[src/rtl/seq_alu_pkg.sv]
// seq_alu_pkg: opcode values and FSM state encoding shared by seq_alu_unit and its bench
package seq_alu_pkg;
  localparam logic [2:0] OP_ADD  = 3'b000;
  localparam logic [2:0] OP_SUB  = 3'b001;
  localparam logic [2:0] OP_MUL  = 3'b010;
  localparam logic [2:0] OP_DIV  = 3'b011;
  localparam logic [2:0] OP_EQ   = 3'b100;
  localparam logic [2:0] OP_GT   = 3'b101;
  localparam logic [2:0] OP_LT   = 3'b110;
  localparam logic [2:0] OP_RSVD = 3'b111;
  typedef enum logic [1:0] {IDLE, ONE, ITER, DONE} state_t;
endpackage

[src/rtl/seq_alu_muldiv_iter.sv]
// seq_alu_muldiv_iter: shared hi/lo register running W shift-add (MUL) or restoring (DIV) steps
module seq_alu_muldiv_iter #(
  parameter int W = 8
) (
  input  logic         clk,
  input  logic         rst,
  input  logic         start,
  input  logic         is_div,
  input  logic [W-1:0] a,
  input  logic [W-1:0] b,
  output logic         done,
  output logic [W-1:0] hi,
  output logic [W-1:0] lo
);
  localparam int CNT_W = $clog2(W + 1);
  logic             r_run, r_div;
  logic [CNT_W-1:0] r_cnt;
  logic [W-1:0]     r_hi, r_lo, r_b;
  logic [W:0]       w_add, w_sh;
  logic [W-1:0]     w_sub;
  logic             w_ge;
  assign w_add = {1'b0, r_hi} + (r_lo[0] ? {1'b0, r_b} : '0);
  assign w_sh  = {r_hi, r_lo[W-1]};
  assign w_ge  = w_sh >= {1'b0, r_b};
  // remainder after a successful subtract is below b, so W bits suffice
  assign w_sub = w_sh[W-1:0] - r_b;
  assign done  = r_run & (r_cnt == CNT_W'(W));
  assign hi    = r_hi;
  assign lo    = r_lo;
  always_ff @(posedge clk) begin
    if (rst) begin
      r_run <= 1'b0;
      r_div <= 1'b0;
      r_cnt <= '0;
      r_hi  <= '0;
      r_lo  <= '0;
      r_b   <= '0;
    end else if (start) begin
      r_run <= 1'b1;
      r_div <= is_div;
      r_cnt <= '0;
      r_hi  <= '0;
      r_lo  <= a;
      r_b   <= b;
    end else if (done) begin
      r_run <= 1'b0;
    end else if (r_run) begin
      r_cnt <= r_cnt + CNT_W'(1);
      r_hi  <= r_div ? (w_ge ? w_sub : w_sh[W-1:0]) : w_add[W:1];
      r_lo  <= r_div ? {r_lo[W-2:0], w_ge} : {w_add[0], r_lo[W-1:1]};
    end
  end
endmodule

[src/rtl/seq_alu_unit.sv]
// seq_alu_unit: handshaked W-bit ALU with iterative MUL/DIV
// SEQ_ALU_SAT_EN: ADD/SUB saturate instead of wrapping
module seq_alu_unit import seq_alu_pkg::*; #(
  parameter int W = 8
) (
  input  logic           clk,
  input  logic           rst,
  input  logic           in_valid,
  output logic           in_ready,
  input  logic [2:0]     op,
  input  logic [W-1:0]   a,
  input  logic [W-1:0]   b,
  output logic           out_valid,
  input  logic           out_ready,
  output logic [2*W-1:0] result,
  output logic [W-1:0]   rem,
  output logic           flag,
  output logic           div_zero,
  output logic           busy
);
  state_t         r_state, w_next;
  logic [2:0]     r_op;
  logic [W-1:0]   r_a, r_b, r_rem, w_rem, w_hi, w_lo;
  logic [2*W-1:0] r_result, w_res;
  logic           r_flag, r_dz, w_flag, w_dz, w_accept, w_start, w_done, w_cap;
  logic [W:0]     w_sum, w_diff;
  assign w_accept  = in_valid & in_ready;
  assign w_start   = w_accept & (op == OP_MUL | (op == OP_DIV & b != '0));
  assign w_cap     = r_state == ONE | (r_state == ITER & w_done);
  assign w_sum     = {1'b0, r_a} + {1'b0, r_b};
  assign w_diff    = {1'b0, r_a} - {1'b0, r_b};
  assign in_ready  = r_state == IDLE;
  assign out_valid = r_state == DONE;
  assign busy      = r_state != IDLE;
  assign result    = r_result;
  assign rem       = r_rem;
  assign flag      = r_flag;
  assign div_zero  = r_dz;
  seq_alu_muldiv_iter #(.W(W)) u_iter (
    .clk(clk), .rst(rst), .start(w_start), .is_div(op == OP_DIV),
    .a(a), .b(b), .done(w_done), .hi(w_hi), .lo(w_lo)
  );
  always_comb begin
    w_next = r_state;
    case (r_state)
      IDLE: w_next = w_accept ? (w_start ? ITER : ONE) : IDLE;
      ONE:  w_next = DONE;
      ITER: w_next = w_done ? DONE : ITER;
      DONE: w_next = out_ready ? IDLE : DONE;
    endcase
  end
  always_comb begin
    w_res  = '0;
    w_rem  = '0;
    w_flag = 1'b0;
    w_dz   = 1'b0;
    if (r_state == ITER) begin
      w_res = r_op == OP_DIV ? {{W{1'b0}}, w_lo} : {w_hi, w_lo};
      w_rem = r_op == OP_DIV ? w_hi : '0;
    end else begin
      case (r_op)
        OP_ADD: begin
`ifdef SEQ_ALU_SAT_EN
          w_res[W-1:0] = w_sum[W] ? '1 : w_sum[W-1:0];
`else
          w_res[W:0] = w_sum;
`endif
          w_flag = w_sum[W];
        end
        OP_SUB: begin
`ifdef SEQ_ALU_SAT_EN
          w_res[W-1:0] = w_diff[W] ? '0 : w_diff[W-1:0];
`else
          w_res[W-1:0] = w_diff[W-1:0];
`endif
          w_flag = w_diff[W];
        end
        OP_DIV:          w_dz = 1'b1;
        OP_EQ:           w_flag = r_a == r_b;
        OP_GT:           w_flag = r_a > r_b;
        OP_LT:           w_flag = r_a < r_b;
        OP_MUL, OP_RSVD: ;
      endcase
    end
  end
  always_ff @(posedge clk) begin
    if (rst) begin
      r_state  <= IDLE;
      r_op     <= '0;
      r_a      <= '0;
      r_b      <= '0;
      r_result <= '0;
      r_rem    <= '0;
      r_flag   <= 1'b0;
      r_dz     <= 1'b0;
    end else begin
      r_state <= w_next;
      if (w_accept) begin
        r_op <= op;
        r_a  <= a;
        r_b  <= b;
      end
      if (w_cap) begin
        r_result <= w_res;
        r_rem    <= w_rem;
        r_flag   <= w_flag;
        r_dz     <= w_dz;
      end
    end
  end
endmodule

[config.mk]
export PLATFORM = sky130hd
export DESIGN_NAME = seq_alu_unit
export DESIGN_NICKNAME = d
export VERILOG_FILES = /design/src/rtl/seq_alu_pkg.sv /design/src/rtl/seq_alu_muldiv_iter.sv /design/src/rtl/seq_alu_unit.sv
export SDC_FILE = /design/constraint.sdc
export NUM_CORES = 1
export LEC_CHECK = 0
export ABC_CLOCK_PERIOD_IN_PS = 2500
export CAP_MARGIN = 20
export CELL_PAD_IN_SITES_DETAIL_PLACEMENT = 1
export CELL_PAD_IN_SITES_GLOBAL_PLACEMENT = 1
export CORE_MARGIN = 4
export CORE_UTILIZATION = 40
export DETAILED_ROUTE_END_ITERATION = 10
export PLACE_DENSITY = 0.74
export SLEW_MARGIN = 20
export SYNTH_ARGS = -nofsm -noshare
export SYNTH_HDL_FRONTEND = slang
export SYNTH_SLANG_ARGS = --single-unit
export TNS_END_PERCENT = 10
[constraint.sdc]
create_clock -name clk -period 2.5 [get_ports clk]
set_input_delay 0.5 -clock clk [delete_from_list [all_inputs] [get_ports clk]]
set_output_delay 0.5 -clock clk [all_outputs]
set_load 0.02 [all_outputs]
Word level (Yosys, flattened, before mapping) --
Cells that the tools add are included. Widths: inputs -> output; s select.
Operators by class: $add $sub $neg 5, magnitude comparators 3, equality and inequality tests 13, multiplexer cells 25, bitwise logic cells 8, reduce and logical (&&, ||, !) cells 9
Operators by type and width (count):
- $mux 8 | 9
- $mux 16 | 1
- $pmux 8 s2 | 1
- $add 8x8->9 | 1
- $add 8x9->9 | 1
- $eq 3x2->1 const B | 3
- $eq 3x3->1 const B | 3
- $ge 9x8->1 | 1
- $mux 9 | 1
- $sub 8x8->9 | 1
- $eq 8x8->1 | 1
- $gt 8x8->1 | 1
- $lt 8x8->1 | 1
- $pmux 2 s4 | 1
- $reduce_bool 8->1 | 1
- $sub 8x8->8 | 1
- $mux 1 | 7
- $mux 7 | 1
- $mux 2 | 3
- $reduce_bool 2->1 | 3
- $and 1x1->1 | 5
- $pmux 1 s5 | 1
- $add 4x1->4 const B | 1
- $eq 2x2->1 const B | 2
- 10 further kinds | 12
Storage, ports and cells: register bits after elaboration 77, input bits 23, output and inout bits 29, word-level logic and storage cells 77

Logic depth before layout (Yosys ltp) --
Gate-level depths: netlist of the first run.
depth after elaboration 7, mapped depth 12, depth with buffers taken out 11

By module --
A second synthesis of the first run with hierarchy kept.
Second synthesis, totals: cell total of the unflattened synthesis 593, area, all modules 4954.8 µm²
Modules (own cells, without submodules):
- seq_alu_unit | times used 1, cells an instance 333, area an instance 2785.2 µm², seq. area each 940.9 µm²
- seq_alu_muldiv_iter | times used 1, cells an instance 260, area an instance 2169.6 µm², seq. area each 600.6 µm²

Least setup slack after synthesis of the first run --
Ideal clock, no wire load.
kind register -> register, start register u_iter.r_lo[0] (netlist: u_iter.lo[0]), end register u_iter.r_hi[5] (netlist: u_iter.hi[5]), setup time 0.087 ns, arrival time 2.047 ns, required time 2.413 ns, path slack 0.366 ns, cell stages (with the launch flop) 12, buffers on the path 1, clock period less this slack 2.134 ns, cell sequence dfxtp_1 clkbuf_1 and2_1 ha_1 inv_1 fa_1 nor2b_1 o31ai_1 a21oi_1 o221a_2 o31ai_1 o31ai_1
Between the ends: cells in the longest elaborated chain, start to end 3
Ends and longest elaborated chain:
- start, declared | RTL line seq_alu_muldiv_iter.sv:18 | logic [W-1:0] r_hi, r_lo, r_b;
- start signal, assigned | RTL line seq_alu_muldiv_iter.sv:50 | r_lo <= r_div ? {r_lo[W-2:0], w_ge} : {w_add[0], r_lo[W-1:1]};
- $mux 8 | RTL line seq_alu_muldiv_iter.sv:22 | assign w_add = {1'b0, r_hi} + (r_lo[0] ? {1'b0, r_b} : '0);
- $add 8x9->9 | RTL line seq_alu_muldiv_iter.sv:22
- $mux 8 | RTL line seq_alu_muldiv_iter.sv:49 | r_hi <= r_div ? (w_ge ? w_sub : w_sh[W-1:0]) : w_add[W:1];
- end signal, assigned | RTL line seq_alu_muldiv_iter.sv:49
- end, declared | RTL line seq_alu_muldiv_iter.sv:18
Every way passes these cells. A chain may end at the register's enable or synchronous reset.

Worst setup path after layout of the first run --
start register u_iter.r_b[6], end register u_iter.r_hi[0] (netlist: u_iter.hi[0])
Between the ends: cells in the longest elaborated chain, start to end 3
Ends and longest elaborated chain:
- start, declared | RTL line seq_alu_muldiv_iter.sv:18
- start signal, assigned | RTL line seq_alu_muldiv_iter.sv:37 | r_b <= '0;
- start signal, assigned | RTL line seq_alu_muldiv_iter.sv:44 | r_b <= b;
- $ge 9x8->1 | RTL line seq_alu_muldiv_iter.sv:24 | assign w_ge = w_sh >= {1'b0, r_b};
- $mux 8 (2 in a row) | RTL line seq_alu_muldiv_iter.sv:49
Every way passes these cells.

==> flow_metrics.tcl, run 1 <==
set metrics [dict create \
    yosysTopAreaCell "dfxtp_1" \
    fin_area_um2 5840 \
    synthMostInstantiatedCell "dfxtp_1" \
    antenna_found_initial 0 \
    ys_top_cells_by_area "dfxtp_1 32%, ha_1 8.9%, a21oi_1 6.9%, nor2_1 5.6%, nand2_1 5.1%" \
    track_usage_pct 21.9 \
    place_area_um2 5540 \
    pre_cts_slack_ns -0.00329 \
    drtIter0Drc 315 \
    final_antenna_net_count 0 \
    post-route-period-util_pct 95.5 \
    skew_ns 0.00904 \
    nets 716 \
    grt_pass1_wl_mm 24.4 \
    core_um2 11600 \
    chipWidth_um 117 \
    initial_core_util_pct 41.4 \
    grt_remaining_overflow 0 \
    crit_required_ns 2.76 \
    p_leak_nw 2.27 \
    yosys_warnings 0 \
    clock_sink_count 77 \
    vdd_drop_max_mv 0.562 \
    synth_top_cells_by_count "77 x dfxtp_1, 71 x nor2_1, 66 x a21oi_1" \
    crit_buf_inv 2 \
    viasPerCell 5.57 \
    numCtsBuffers 9 \
    dr_wl_met3_um 552 \
    vias 4473 \
    dieArea_um2 13800 \
    n_antenna_cell 0 \
    setup_slack_ns 0.113 \
    setup_viol 0 \
    place_congestion 0.859 \
    dr.pass1.iters 4 \
    syn_avg_cell_area_um2 7.99 \
    relSlewSlack_pct 52.0 \
    grt_max_degree 32 \
    synth-edff-count 0 \
    worst_setup_path_start_kind "flip-flop" \
    slowest_stage "dfxtp_1" \
    period_needed_ns 2.39 \
    utilization_pct 50.5 \
    die_y_um 117 \
    synth_top_area_share_pct 32.2 \
    cpLargestDelayFamily "compound AO/OA/AOI/OAI gates" \
    max_cap_violations 0 \
    wl_per_cell_um 18.5 \
    hpwl_mm 11.7 \
    synthFlopType "dfxtp_1" \
    rsz0062_at_grt "yes" \
    clock.fmax_mhz 419 \
    drc 0 \
    ys_ff_latch 77 \
    rows 39 \
    outcome "finished, final reports clean" \
    h-tree-depth 3 \
    root_buffer "clkbuf_16" \
    tightest_slew_ns 0.719 \
    wl_mm 14.8 \
    end_kind "flip-flop" \
    ys_seq_area_share_pct 32.2 \
    arrival_ns 2.65 \
    area_delta_synth_final_pct 22.0 \
    insertion_delay_ns 0.35 \
    synthArstFlopShare_pct 0 \
    cts_tree "built" \
    layout-drive-gt1-share_pct 9.55 \
    num_io_pins 52 \
    grt_pass1_vias 4627 \
    critPathMaxStageDelay_ns 0.42 \
    syn_area_um2 4790 \
    power.density_nw_per_um2 611 \
    wl_met2_mm 6.70 \
    io_buffers 51 \
    clock_path_buffers 2 \
    hold_path.class "reg2reg" \
    critical_path_class "reg2reg" \
    crit_chain "inv_1, ha_1, a21o_1, a211o_1, a21oi_4, buf_6, mux2i_1, a21oi_1, a211oi_1" \
    top_layer_used "met4" \
    path_max_fanout 8 \
    syn_nets 660 \
    hold_viol 0 \
    ys_types 58 \
    slew_viol_final 0 \
    wl_met1_mm 7.28 \
    fin_tns_setup_ns 0 \
    synth_cells 599 \
    cts_hold_buf 0 \
    clk_pin_slew_worst_paths_ns 0.07 \
]
[repair_timing]
action	in CTS	in global routing
setup endpoints to repair	0	5
gates resized for setup	0	5
setup buffers	0	0
[sequential cells by signal (all words and copies together), names as in the netlist]
signal and count:
result 16, r_a 8, r_b 8, rem 8, u_iter.hi 8, u_iter.lo 8
u_iter.r_b 8, u_iter.r_cnt 4, r_op 3, r_state 2, div_zero 1, flag 1
u_iter.r_div 1, u_iter.r_run 1
[cells by family (layout without fill, tap and decap cells)]
| family | after synthesis | count (layout) | share of synthesized area (%) |
|---|---|---|---|
| adders and majority gates | 38 | 38 | 10.6 |
| AOI/OAI and AO/OA | 165 | 165 | 22.6 |
| DFF | 77 | 77 | 32.2 |
| buffers and inverters | 69 | 130 | 6.35 |
| and+or+nand+nor | 215 | 215 | 21.4 |
| muxes | 21 | 21 | 4.39 |
| xor gates and xnor gates | 14 | 14 | 2.56 |
[placed cells by master (no fill, tap or decap), types with 12 or more instances in the layout]
| cell | synthesis | layout |
|---|---|---|
| dfxtp_1 | 77 | 74 |
| nor2_1 | 71 | 71 |
| a21oi_1 | 66 | 66 |
| nand2_1 | 65 | 65 |
| clkdlybuf4s50_1 | 0 | 50 |
| inv_1 | 34 | 34 |
| ha_1 | 34 | 34 |
| buf_4 | 1 | 26 |
| mux2i_1 | 21 | 21 |
| o21ai_0 | 18 | 18 |
| nand2b_1 | 15 | 15 |
| nor3_1 | 14 | 14 |
| a22oi_1 | 13 | 13 |
| a211oi_1 | 13 | 12 |
[path summary, 6_finish.rpt]
check	depth (start not counted)	startpoint	to	slack, ns
max	9	u_iter.r_b[6]	u_iter.hi[0]	0.11
min reg2reg	2	rem[0]	rem[0]	0.46
max reg2reg	9	u_iter.r_b[6]	u_iter.hi[0]	0.11
min	2	rem[0]	rem[0]	0.46
[worst register-to-register path, delay by kind of cell (launching register included)]
kind / cells / cell delay [ns]
flip-flops: 1 / 0.42
buffers and inverters: 2 / 0.25
AO/OA/AOI/OAI: 5 / 1.06
adder cells (fa/ha/maj): 1 / 0.36
multiplexers: 1 / 0.22
[per-stage QoR]
stage	std cells	total power, mW	hold WS (ns)
global placement	787	2.27	0.444
detailed placement	787	2.30	0.456
global route	803	3.76	0.479
finish	803	3.57	0.462
floorplan	599	2.00	0.453
CTS	803	3.59	0.465
[per-layer routing]
layer  vias to the layer above  track usage [%]
met5                         -                0
met4                         0             6.01
met3                        20             4.91
li1                       2204                -
met2                        84             35.0
met1                      2165             30.0
[report_power, final]
group / switching, mW / internal [mW] / total [mW]
registers: 0.0852 / 1.30 / 1.38
clock network: 0.574 / 0.715 / 1.29
logic: 0.513 / 0.388 / 0.901
[layout make-up]
class | instances | area [um^2]
multi-input combinational | 453 | 2950
inverter | 34 | 128
sequential | 77 | 1550
clock buffer | 10 | 239
timing repair buffer | 80 | 752
fill | 1391 | 5720
tap | 143 | 179
clock inverter | 6 | 51.3
No activity file was read; power rests on OpenSTA's default activity.
==> inputs of run 2 (changes only) <==
--- a/config.mk
+++ b/config.mk
@@ -12,7 +12,9 @@
 export CORE_MARGIN = 4
 export CORE_UTILIZATION = 40
 export DETAILED_ROUTE_END_ITERATION = 10
-export PLACE_DENSITY = 0.74
+export DONT_BUFFER_PORTS = 1
+export GPL_TIMING_DRIVEN = 0
+export PLACE_DENSITY = 0.67
 export SLEW_MARGIN = 20
 export SYNTH_ARGS = -nofsm -noshare
 export SYNTH_HDL_FRONTEND = slang
==> flow_metrics.tcl, run 2 (synthesized netlist as in run 1, its figures left out) <==
set metrics [dict create \
    outcome "finished, final reports clean" \
    die_y_um 117 \
    tightest_slew_ns 0.666 \
    critical_path_class "reg2reg" \
    track_usage_pct 22.7 \
    chipWidth_um 117 \
    hold_viol 0 \
    setup_viol 0 \
    grt_max_degree 15 \
    num_io_pins 52 \
    initial_core_util_pct 41.4 \
    end_kind "flip-flop" \
    viasPerCell 5.67 \
    max_cap_violations 0 \
    wl_per_cell_um 20.2 \
    clock_path_buffers 2 \
    wl_mm 15.3 \
    period_needed_ns 2.35 \
    hpwl_mm 12.0 \
    nets 670 \
    p_leak_nw 2.03 \
    antenna_found_initial 0 \
    path_max_fanout 10 \
    grt_pass1_wl_mm 25.2 \
    root_buffer "clkbuf_16" \
    drc 0 \
    final_antenna_net_count 0 \
    layout_common_cells "73 x dfxtp_1, 71 x nor2_1, 66 x a21oi_1" \
    area_delta_synth_final_pct 10.4 \
    rr_startpoint "u_iter.hi[5]" \
    worst_setup_path_start_kind "flip-flop" \
    cts_tree "built" \
    io_buffers 0 \
    slew_viol_final 0 \
    clock.fmax_mhz 426 \
    relSlewSlack_pct 55.6 \
    skew_ns 0.00938 \
    numCtsBuffers 9 \
    placed_cells 742 \
    holdWs_ns 0.284 \
    h-tree-depth 3 \
    arrival_ns 2.62 \
    n_antenna_cell 0 \
    power.density_nw_per_um2 679 \
    largest_register_ffs 16 \
    rows 39 \
    fin_tns_setup_ns 0 \
    dieArea_um2 13800 \
    utilization_pct 45.7 \
    insertion_delay_ns 0.35 \
    hold_path.class "in2reg" \
    vdd_drop_max_mv 0.319 \
    dr.pass1.iters 4 \
    fin_cells 757 \
    worstHoldStart "b[1]" \
    vias 4289 \
    clock_sink_count 77 \
    crit_required_ns 2.77 \
    drtIter0Drc 252 \
    clk_pin_slew_worst_paths_ns 0.07 \
    final_common_cell "dfxtp_1" \
    post-route-period-util_pct 94.0 \
    rsz0062_at_grt "no" \
    layout-drive-gt1-share_pct 8.63 \
    grt_remaining_overflow 0 \
    grt_pass1_vias 4594 \
    cts_hold_buf 0 \
    core_um2 11600 \
    startpoint "u_iter.hi[5]" \
    place_congestion 0.856 \
]
[run 2: per-layer routing]
metal	vias up	part of all wire [%]	global-route usage, %
li1	2116	-	-
met1	2082	48	31.3
met2	82	44	35.9
met3	9	6.4	6.11
met4	0	0.75	4.33
met5	-	0	0
[run 2: repair_timing]
action | CTS | global route
resized for setup | 1 | 5
setup buffers | 0 | 0
setup endpoints to repair | 4 | 7
pin swaps | 0 | 1
hold endpoints to repair | 0 | 0
[run 2: area by class of cell]
cell class / instances / area (um^2)
plain buffers: 34 / 173
clock buffers: 10 / 239
clock inverters: 6 / 71.3
fillers: 1414 / 6280
inverters: 34 / 128
multi-input cells: 453 / 2950
flip-flops and latches: 77 / 1550
well taps: 143 / 179
[run 2: stage by stage]
| step | worst slack, ns | area, um^2 | power, mW |
|---|---|---|---|
| floorplan | 0.366 | 4790 | 2.00 |
| finish | 0.151 | 5290 | 3.59 |
| CTS | 0.0574 | 5270 | 3.60 |
| global route | 0.000380 | 5290 | 3.76 |
| detailed placement | -0.233 | 4970 | 2.21 |
| global placement | -0.147 | 4970 | 2.19 |
[run 2: critical path: stages, from the launching register on]
cell and delay, ns:
dfxtp_1 0.47, ha_1 0.34, a21o_1 0.20, a211o_1 0.33
a21oi_4 0.22, buf_6 0.19, mux2i_1 0.25, a21oi_1 0.10
a211oi_1 0.17
[run 2: report_power, final]
part	internal (mW)	switching (mW)
Combinational	0.311	0.490
Clock	0.808	0.578
Sequential	1.30	0.106
[run 2: path summary, 6_finish.rpt]
| check | end | cells past startpoint | slack, ns |
|---|---|---|---|
| setup / recovery | u_iter.hi[0] | 8 | 0.15 |
| hold / removal | r_b[1] | 2 | 0.28 |
| setup reg to reg | u_iter.hi[0] | 8 | 0.15 |
| hold reg to reg | r_b[6] | 2 | 0.48 |
